===== config.mk =====
export PLATFORM = sky130hd
export DESIGN_NAME = hp_drain_sched_flat
export DESIGN_NICKNAME = d
export VERILOG_FILES = /design/src/rtl/hp_drain_sched_pkg.sv /design/src/rtl/hp_drain_sched_if.sv /design/src/rtl/hp_drain_sched_arb.sv /design/src/rtl/hp_drain_sched.sv /design/src/flat_wrapper.sv
export SDC_FILE = /design/constraint.sdc
export NUM_CORES = 1
export LEC_CHECK = 0
export CAP_MARGIN = 10
export CORE_UTILIZATION = 49
export CTS_BUF_LIST = sky130_fd_sc_hd__clkbuf_4
export DETAILED_ROUTE_END_ITERATION = 6
export PLACE_DENSITY = 0.88
export SLEW_MARGIN = 20
export SYNTH_ARGS = -nofsm -noshare
export SYNTH_HDL_FRONTEND = slang
export SYNTH_HIERARCHICAL = 1
export SYNTH_SLANG_ARGS = --single-unit

===== constraint.sdc =====
create_clock -name p_phi2 -period 4 [get_ports p_phi2]
set_input_delay 0.4 -clock p_phi2 [delete_from_list [all_inputs] [get_ports p_phi2]]
set_output_delay 0.4 -clock p_phi2 [all_outputs]
set_load 0.05 [all_outputs]

===== src/rtl/hp_drain_sched_pkg.sv =====
// rtl/hp_drain_sched_pkg.sv - shared state encoding, register indices and widths for hp_drain_sched
package hp_drain_sched_pkg;

  typedef enum logic [1:0] {
    ST_IDLE   = 2'd0,
    ST_SELECT = 2'd1,
    ST_READ   = 2'd2,
    ST_HOLD   = 2'd3
  } state_e;

  localparam logic [1:0] R1_IDX = 2'd0;
  localparam logic [1:0] R2_IDX = 2'd1;
  localparam logic [1:0] R3_IDX = 2'd2;
  localparam logic [1:0] R4_IDX = 2'd3;

  localparam int COUNT_W = 16;

  function automatic logic [3:0] idx_to_onehot(input logic [1:0] idx);
    return 4'b0001 << idx;
  endfunction

  function automatic logic [1:0] rr_ptr_next(input logic [1:0] idx);
    return (idx == R3_IDX) ? R1_IDX : idx + 2'd1;
  endfunction

endpackage


===== src/rtl/hp_drain_sched_if.sv =====
// rtl/hp_drain_sched_if.sv - downstream byte stream (valid/ready) carrying register-tagged bytes
interface hp_drain_sched_if;
  logic       out_valid;
  logic       out_ready;
  logic [7:0] out_data;
  logic [1:0] out_reg;
  logic       out_last;

  modport master (output out_valid, output out_data, output out_reg, output out_last,
                  input  out_ready);
  modport slave  (input  out_valid, input  out_data, input  out_reg, input  out_last,
                  output out_ready);
endinterface


===== src/rtl/hp_drain_sched_arb.sv =====
// rtl/hp_drain_sched_arb.sv - hp_rr_arb3: combinational 3-way round-robin picker for R1-R3
module hp_rr_arb3 (
  input  logic [2:0] i_req,
  input  logic [1:0] i_ptr,
  output logic [2:0] o_grant,
  output logic       o_valid
);

  always_comb begin
    o_grant = 3'b000;
    case (i_ptr)
      2'd1: begin
        if (i_req[1])      o_grant = 3'b010;
        else if (i_req[2]) o_grant = 3'b100;
        else if (i_req[0]) o_grant = 3'b001;
      end
      2'd2: begin
        if (i_req[2])      o_grant = 3'b100;
        else if (i_req[0]) o_grant = 3'b001;
        else if (i_req[1]) o_grant = 3'b010;
      end
      default: begin
        if (i_req[0])      o_grant = 3'b001;
        else if (i_req[1]) o_grant = 3'b010;
        else if (i_req[2]) o_grant = 3'b100;
      end
    endcase
    o_valid = |i_req;
  end

endmodule


===== src/rtl/hp_drain_sched.sv =====
// rtl/hp_drain_sched.sv - drains host-to-parasite FIFOs R1-R4 onto a tagged byte stream
// Optional per-register read counters when HP_DRAIN_STATS_EN is defined.
module hp_drain_sched
  import hp_drain_sched_pkg::*;
#(
  parameter int SETTLE_CYCLES = 1,
  parameter bit R4_PRIORITY   = 1'b1
) (
  input  logic                 p_phi2,
  input  logic                 p_rst,
  input  logic [3:0]           p_enable,
  input  logic [3:0]           p_data_available,
  input  logic                 p_r3_two_bytes_available,
  input  logic                 one_byte_mode,
  input  logic [7:0]           p_data,
  output logic [3:0]           p_selectData,
  output logic                 p_rdnw,
  output logic                 p_rd_en,
  output logic                 busy,
`ifdef HP_DRAIN_STATS_EN
  input  logic                 stats_clr,
  output logic [4*COUNT_W-1:0] drain_count,
`endif
  hp_drain_sched_if.master     out_if
);

  localparam logic [1:0] SETTLE_LAST = 2'(SETTLE_CYCLES - 1);

  state_e     r_state;
  state_e     w_state_nxt;
  logic [1:0] r_grant;
  logic [1:0] r_ptr;
  logic [1:0] r_settle;
  logic       r_pair;
  logic       r_second;
  logic       r_r4_turn;
  logic [7:0] r_data;
  logic       r_last;

  logic [3:0] w_req;
  logic [2:0] w_rr_grant;
  logic       w_rr_valid;
  logic       w_r4_wins;
  logic [1:0] w_grant_idx;
  logic       w_pair_mid;

  // R3 only qualifies in pair mode once both bytes are present, so the pair never stalls halfway.
  always_comb begin
    w_req    = p_data_available & p_enable;
    w_req[2] = w_req[2] & (one_byte_mode | p_r3_two_bytes_available);
  end

  hp_rr_arb3 u_arb (
    .i_req   (w_req[2:0]),
    .i_ptr   (r_ptr),
    .o_grant (w_rr_grant),
    .o_valid (w_rr_valid)
  );

  // Without fixed priority R4 takes a turn after every completed R1-R3 grant.
  assign w_r4_wins   = w_req[3] & (R4_PRIORITY | r_r4_turn | ~w_rr_valid);
  assign w_grant_idx = w_r4_wins     ? R4_IDX :
                       w_rr_grant[1] ? R2_IDX :
                       w_rr_grant[2] ? R3_IDX : R1_IDX;
  assign w_pair_mid  = r_pair & ~r_second;

  always_ff @(posedge p_phi2 or posedge p_rst) begin
    if (p_rst) r_state <= ST_IDLE;
    else       r_state <= w_state_nxt;
  end

  always_comb begin
    w_state_nxt  = r_state;
    p_selectData = 4'b0000;
    p_rd_en      = 1'b0;
    case (r_state)
      ST_IDLE: begin
        if (|w_req) w_state_nxt = ST_SELECT;
      end
      ST_SELECT: begin
        p_selectData = idx_to_onehot(r_grant);
        if (r_settle == SETTLE_LAST) w_state_nxt = ST_READ;
      end
      ST_READ: begin
        p_selectData = idx_to_onehot(r_grant);
        p_rd_en      = 1'b1;
        w_state_nxt  = ST_HOLD;
      end
      ST_HOLD: begin
        if (out_if.out_ready) w_state_nxt = w_pair_mid ? ST_SELECT : ST_IDLE;
      end
      default: w_state_nxt = ST_IDLE;
    endcase
  end

  always_ff @(posedge p_phi2 or posedge p_rst) begin
    if (p_rst) begin
      r_grant   <= R1_IDX;
      r_ptr     <= R1_IDX;
      r_settle  <= 2'd0;
      r_pair    <= 1'b0;
      r_second  <= 1'b0;
      r_r4_turn <= 1'b0;
      r_data    <= 8'h00;
      r_last    <= 1'b0;
    end else begin
      case (r_state)
        ST_IDLE: begin
          if (|w_req) begin
            r_grant  <= w_grant_idx;
            r_settle <= 2'd0;
            r_second <= 1'b0;
            r_pair   <= (w_grant_idx == R3_IDX) & ~one_byte_mode;
          end
        end
        ST_SELECT: r_settle <= r_settle + 2'd1;
        ST_READ: begin
          r_data <= p_data;
          r_last <= ~w_pair_mid;
        end
        ST_HOLD: begin
          if (out_if.out_ready) begin
            if (w_pair_mid) begin
              r_second <= 1'b1;
              r_settle <= 2'd0;
            end else if (r_grant != R4_IDX) begin
              r_ptr     <= rr_ptr_next(r_grant);
              r_r4_turn <= 1'b1;
            end else begin
              r_r4_turn <= 1'b0;
            end
          end
        end
        default: ;
      endcase
    end
  end

  assign p_rdnw           = 1'b1;
  assign busy             = (r_state != ST_IDLE);
  assign out_if.out_valid = (r_state == ST_HOLD);
  assign out_if.out_data  = r_data;
  assign out_if.out_reg   = r_grant;
  assign out_if.out_last  = r_last;

`ifdef HP_DRAIN_STATS_EN
  logic [COUNT_W-1:0] r_cnt [4];

  always_ff @(posedge p_phi2 or posedge p_rst) begin
    if (p_rst) begin
      for (int i = 0; i < 4; i++) r_cnt[i] <= '0;
    end else if (stats_clr) begin
      for (int i = 0; i < 4; i++) r_cnt[i] <= '0;
    end else if (p_rd_en && (r_cnt[r_grant] != {COUNT_W{1'b1}})) begin
      r_cnt[r_grant] <= r_cnt[r_grant] + 1'b1;
    end
  end

  assign drain_count = {r_cnt[3], r_cnt[2], r_cnt[1], r_cnt[0]};
`endif

endmodule


===== src/flat_wrapper.sv =====
// flat-port wrapper written by rule: the top's interface ports become plain ports
module hp_drain_sched_flat import hp_drain_sched_pkg::*;
#(
  parameter int SETTLE_CYCLES = 1,
  parameter bit R4_PRIORITY   = 1'b1
)
  (p_phi2, p_rst, p_enable, p_data_available, p_r3_two_bytes_available, one_byte_mode, p_data, p_selectData, p_rdnw, p_rd_en, busy, out_if_out_valid, out_if_out_data, out_if_out_reg, out_if_out_last, out_if_out_ready);
  hp_drain_sched_if out_if_i ();
  input  logic p_phi2;
  input  logic p_rst;
  input  logic [3:0] p_enable;
  input  logic [3:0] p_data_available;
  input  logic p_r3_two_bytes_available;
  input  logic one_byte_mode;
  input  logic [7:0] p_data;
  output logic [3:0] p_selectData;
  output logic p_rdnw;
  output logic p_rd_en;
  output logic busy;
  output wire logic [$bits(out_if_i.out_valid)-1:0] out_if_out_valid;
  output wire logic [$bits(out_if_i.out_data)-1:0] out_if_out_data;
  output wire logic [$bits(out_if_i.out_reg)-1:0] out_if_out_reg;
  output wire logic [$bits(out_if_i.out_last)-1:0] out_if_out_last;
  input wire logic [$bits(out_if_i.out_ready)-1:0] out_if_out_ready;
  assign out_if_out_valid = out_if_i.out_valid;
  assign out_if_out_data = out_if_i.out_data;
  assign out_if_out_reg = out_if_i.out_reg;
  assign out_if_out_last = out_if_i.out_last;
  assign out_if_i.out_ready = out_if_out_ready;
  hp_drain_sched #(.SETTLE_CYCLES(SETTLE_CYCLES), .R4_PRIORITY(R4_PRIORITY)) u_core (.p_phi2(p_phi2), .p_rst(p_rst), .p_enable(p_enable), .p_data_available(p_data_available), .p_r3_two_bytes_available(p_r3_two_bytes_available), .one_byte_mode(one_byte_mode), .p_data(p_data), .p_selectData(p_selectData), .p_rdnw(p_rdnw), .p_rd_en(p_rd_en), .busy(busy), .out_if(out_if_i));
endmodule

; ---- Word-level counts from Yosys, hierarchy flattened
; Index checks and enable logic that the tools add are counted.
[op_classes]
bitwise = 8
n_shift = 1
n_reduce_logical = 12
n_eq_ne = 12
muxes = 29
n_addsub = 2
[ops]
columns = operator, n
row1 = 2-to-1 mux 2 bit, 12
row2 = 2-to-1 mux 3 bit, 6
row3 = AND reduction 4 bit, 3
row4 = == test 2 bit (second input constant), 5
row5 = inequality test 2 x 1 -> 1 bit (second input constant), 4
row6 = one-hot mux 2 bit (4 select lines), 1
row7 = 2-to-1 mux 1 bit, 6
row8 = one-hot mux 2 bit (3 select lines), 1
row9 = one-hot mux 3 bit (2 select lines), 1
row10 = adder 2 x 1 -> 2 bit (second input constant), 2
row11 = AND 4 bit, 1
row12 = == test 2 x 1 -> 1 bit (second input constant), 2
row13 = logical NOT 2 bit, 2
row14 = 2-to-1 mux 4 bit, 1
row15 = nonzero test 2 bit, 2
row16 = OR reduction 4 bit, 1
row17 = << shifter 1 x 2 -> 4 bit (first input constant), 1
row18 = AND 1 bit, 3
row19 = inverter 1 bit, 3
row20 = AND reduction 3 bit, 1
row21 = nonzero test 3 bit, 1
row22 = inequality test 2 bit (second input constant), 1
row23 = one-hot mux 1 bit (2 select lines), 1
row24 = AND reduction 2 bit, 1
row25 = 2 further kinds, 2
[totals]
output_inout_bits = 19
in_bits = 21
register_bits = 19
elab_cells = 72

; ---- Logic depth before layout (Yosys ltp)
[logic_depth]
ltp_word = 11
ltp_mapped = 8
depth_no_buf = 8

; ---- Modules after synthesis
; The synthesis kept the hierarchy.
[by_module_without_submodules]
columns = mod, seq_area_each_um2, cells_each, instances, area_per_inst_um2
row1 = hp_drain_sched, 475.5, 90, 1, 996.0
row2 = hp_rr_arb3, 0.0, 18, 1, 126.4

; ---- Worst setup path before layout
; Ideal clock, no wire load.
[synth_timing]
path_kind = reg-to-output
startpoint = register u_core.r_state[0]
endpoint = output p_selectData[0]
setup_slack_ns = 1.632
arrival_ns = 1.968
stages_incl_launch_ff = 4
required_ns = 3.600
path_buffers = 0
cell_sequence = dfrtp_1 -> inv_1 -> ha_1 -> nor3b_1
[synth_between]
elab_chain_cells = 3
word_cells_on_any_way = 4
classes_between = eq/ne (2) / mux (1) / reduce/logical (1)
[synth_rtl]
columns = element, line
row1 = "start, declared", hp_drain_sched.sv:29  ; state_e r_state;
row2 = "start signal, assigned", hp_drain_sched.sv:69  ; else r_state <= w_state_nxt;
row3 = == test 2 x 1 -> 1 bit or == test 2 bit (tied branches), hp_drain_sched.sv:76  ; case (r_state)
row4 = OR reduction 2 bit (no line) *, -
row5 = 2-to-1 mux 4 bit *, -
row6 = "end, declared", flat_wrapper.sv:16  ; output logic [3:0] p_selectData;
; Mark *: on every way between the ends. The rest lies on a longest branch, timed or not.

; ---- Final worst setup path
[layout_timing]
startpoint = register u_core.r_state[0]
endpoint = output p_rd_en
[layout_between]
elab_chain_cells = 2
[layout_rtl]
columns = element, line
row1 = == test 2 bit, hp_drain_sched.sv:76
row2 = 2-to-1 mux 1 bit, hp_drain_sched.sv:76
row3 = "end, declared", flat_wrapper.sv:18  ; output logic p_rd_en;
; No other way between the ends.

==> impl_metrics.json <==
{
  "slew_viol_final": 0,
  "cts_buffers": 3,
  "rows": 16,
  "die-area_sq_um": 2400,
  "yosysWarnings": 6,
  "crit_path_end_kind": "primary output",
  "syn_avg_cell_area_sq_um": 10.6,
  "setup_tns_ps": 0,
  "drive_above_1_share_pct": 12.7,
  "period_share_pct": 67.0,
  "drt_iter0_drc": 6,
  "dp_cells": 165,
  "detail-route-antenna-nets": 0,
  "vdd.ir_drop.worst_mv": 0.555,
  "drc": 0,
  "die_w_microns": 49.0,
  "drt-total-wl_mm": 2.35,
  "track_usage_pct": 21.7,
  "syn_inst": 102,
  "syn2layout_area_growth_pct": 40.0,
  "gr-total-overflow": 0,
  "synthesis.nets": 132,
  "fin_cells": 169,
  "cp_max_fo": 12,
  "finalCriticalPeriod_ps": 2680,
  "finClkSkew_ps": 4.16,
  "cts.path.max_buffers": 2,
  "hold_viol_final": 0,
  "final_util_pct": 75.0,
  "cts_setup_buffers": 0,
  "top_usage_layer": "met2",
  "antenna_found_initial": 0,
  "start_kind": "flop",
  "firstDrtPassIters": 4,
  "cts_resized": 0,
  "dp_worst_setup_slack_ps": 1650,
  "cp_data_arrival_time_ps": 2280,
  "crit_buf_inv": 2,
  "fin_total_pwr_mw": 1.34,
  "setup_violations": 0,
  "hold_buffers": 0,
  "max_cap_viol_count": 0,
  "hpwlAfterDp_mm": 1.83,
  "p_leak_nw": 0.696,
  "avgViaCountPerCell": 5.25,
  "die_h_microns": 49.0,
  "n_antenna_cell": 0,
  "crit_family": "buffers and inverters",
  "clk_pin_slew_ps": 110,
  "status": "finished, final reports clean",
  "max_stage_delay_ps": 900,
  "power_density_nw_per_um2": 884,
  "grt_pass1_wl_mm": 3.91,
  "met2_usage_pct": 38.0,
  "core-area_sq_um": 2020,
  "synth_area_sq_um": 1080,
  "rsz0062_at_grt": "no",
  "grtUsageMet3_pct": 5.30,
  "timing.slew.headroom_pct": 51.5,
  "wire_per_inst_microns": 13.9,
  "initial_core_util_pct": 53.6,
  "cts-root-buf": "clkbuf_4",
  "grt.met1_usage_pct": 25.2,
  "clock.fmax_mhz": 373,
  "pin_count": 40,
  "grt_pass1_vias": 893,
  "cts_tree": "done",
  "layout.nets": 173,
  "worst_slew_pin_slew_ps": 727,
  "htreeDepth": 1,
  "dr_total_vias": 888,
  "clk_latency_ps": 300,
  "place_congestion": 0.711,
  "largest_reg_flops": 8,
  "grt_max_degree": 20,
  "hold_path.class": "input pin to async pin",
  "cp_data_required_time_ps": 3600,
  "cts_sinks": 19,
  "port_buffers": 38,
  "worst_slack_ps": 1320,
  "path_cells": "inv_1 -> ha_1 -> clkdlybuf4s50_1",
  "crit_type": "flop to primary output",
  "cp_slowest_cell": "clkdlybuf4s50_1"
}
-- path summary, 6_finish.rpt --
check | cells past startpoint | from | endpoint | slack, ps
setup / recovery | 3 | u_core/r_state[0] | p_rd_en | 1320
hold / removal | 2 | p_rst | u_core/r_state[1] | 520
setup reg to reg | 7 | u_core/r_ptr[0] | u_core/r_pair | 2220
hold reg to reg | 1 | u_core/out_if.out_data[5] | u_core/out_if.out_data[5] | 520
max in group asynchronous | 2 | p_rst | u_core/out_if.out_reg[1] | 3020
min in group p_phi2 | 1 | u_core/out_if.out_data[5] | u_core/out_if.out_data[5] | 520
-- cell usage in the layout (no fill, tap or decap), types with 2 or more instances in the layout --
| cell type | count |
|---|---|
| ha_1 | 9 |
| o21ai_0 | 2 |
| inv_1 | 14 |
| a21o_1 | 2 |
| nor2_1 | 5 |
| nand2_1 | 6 |
| mux2i_1 | 3 |
| clkbuf_4 | 4 |
| nand3b_1 | 2 |
| dfrtp_1 | 19 |
| mux2_2 | 8 |
| clkdlybuf4s50_1 | 38 |
| a21oi_1 | 7 |
-- report_power, final --
part / switching (mW) / internal, mW / leakage, nW
clock: 0.0607 / 0.0457 / 0.0184
combinational: 0.540 / 0.350 / 0.447
sequential: 0.0678 / 0.277 / 0.230
-- per-stage QoR --
stage	hold slack [ps]	cell area [sq um]
after floorplan	351	1080
after global placement	489	1490
after detailed placement	500	1490
after CTS	524	1520
after global routing	538	1520
final	522	1520
-- area by class of cell --
cell class / count / area [sq um]
multi-input combinational: 67 / 544
fill: 147 / 505
sequential: 19 / 475
timing repair buffer: 38 / 380
inverter: 14 / 52.6
tap: 27 / 33.8
clock buffer: 4 / 30.0
-- layer usage --
| layer | vias up | part of all wire, % |
|---|---|---|
| li1 | 432 | - |
| met1 | 416 | 44 |
| met2 | 35 | 48 |
| met3 | 5 | 6.3 |
| met4 | 0 | 1.7 |
| met5 | - | 0 |
No activity file was read; power rests on OpenSTA's default activity.
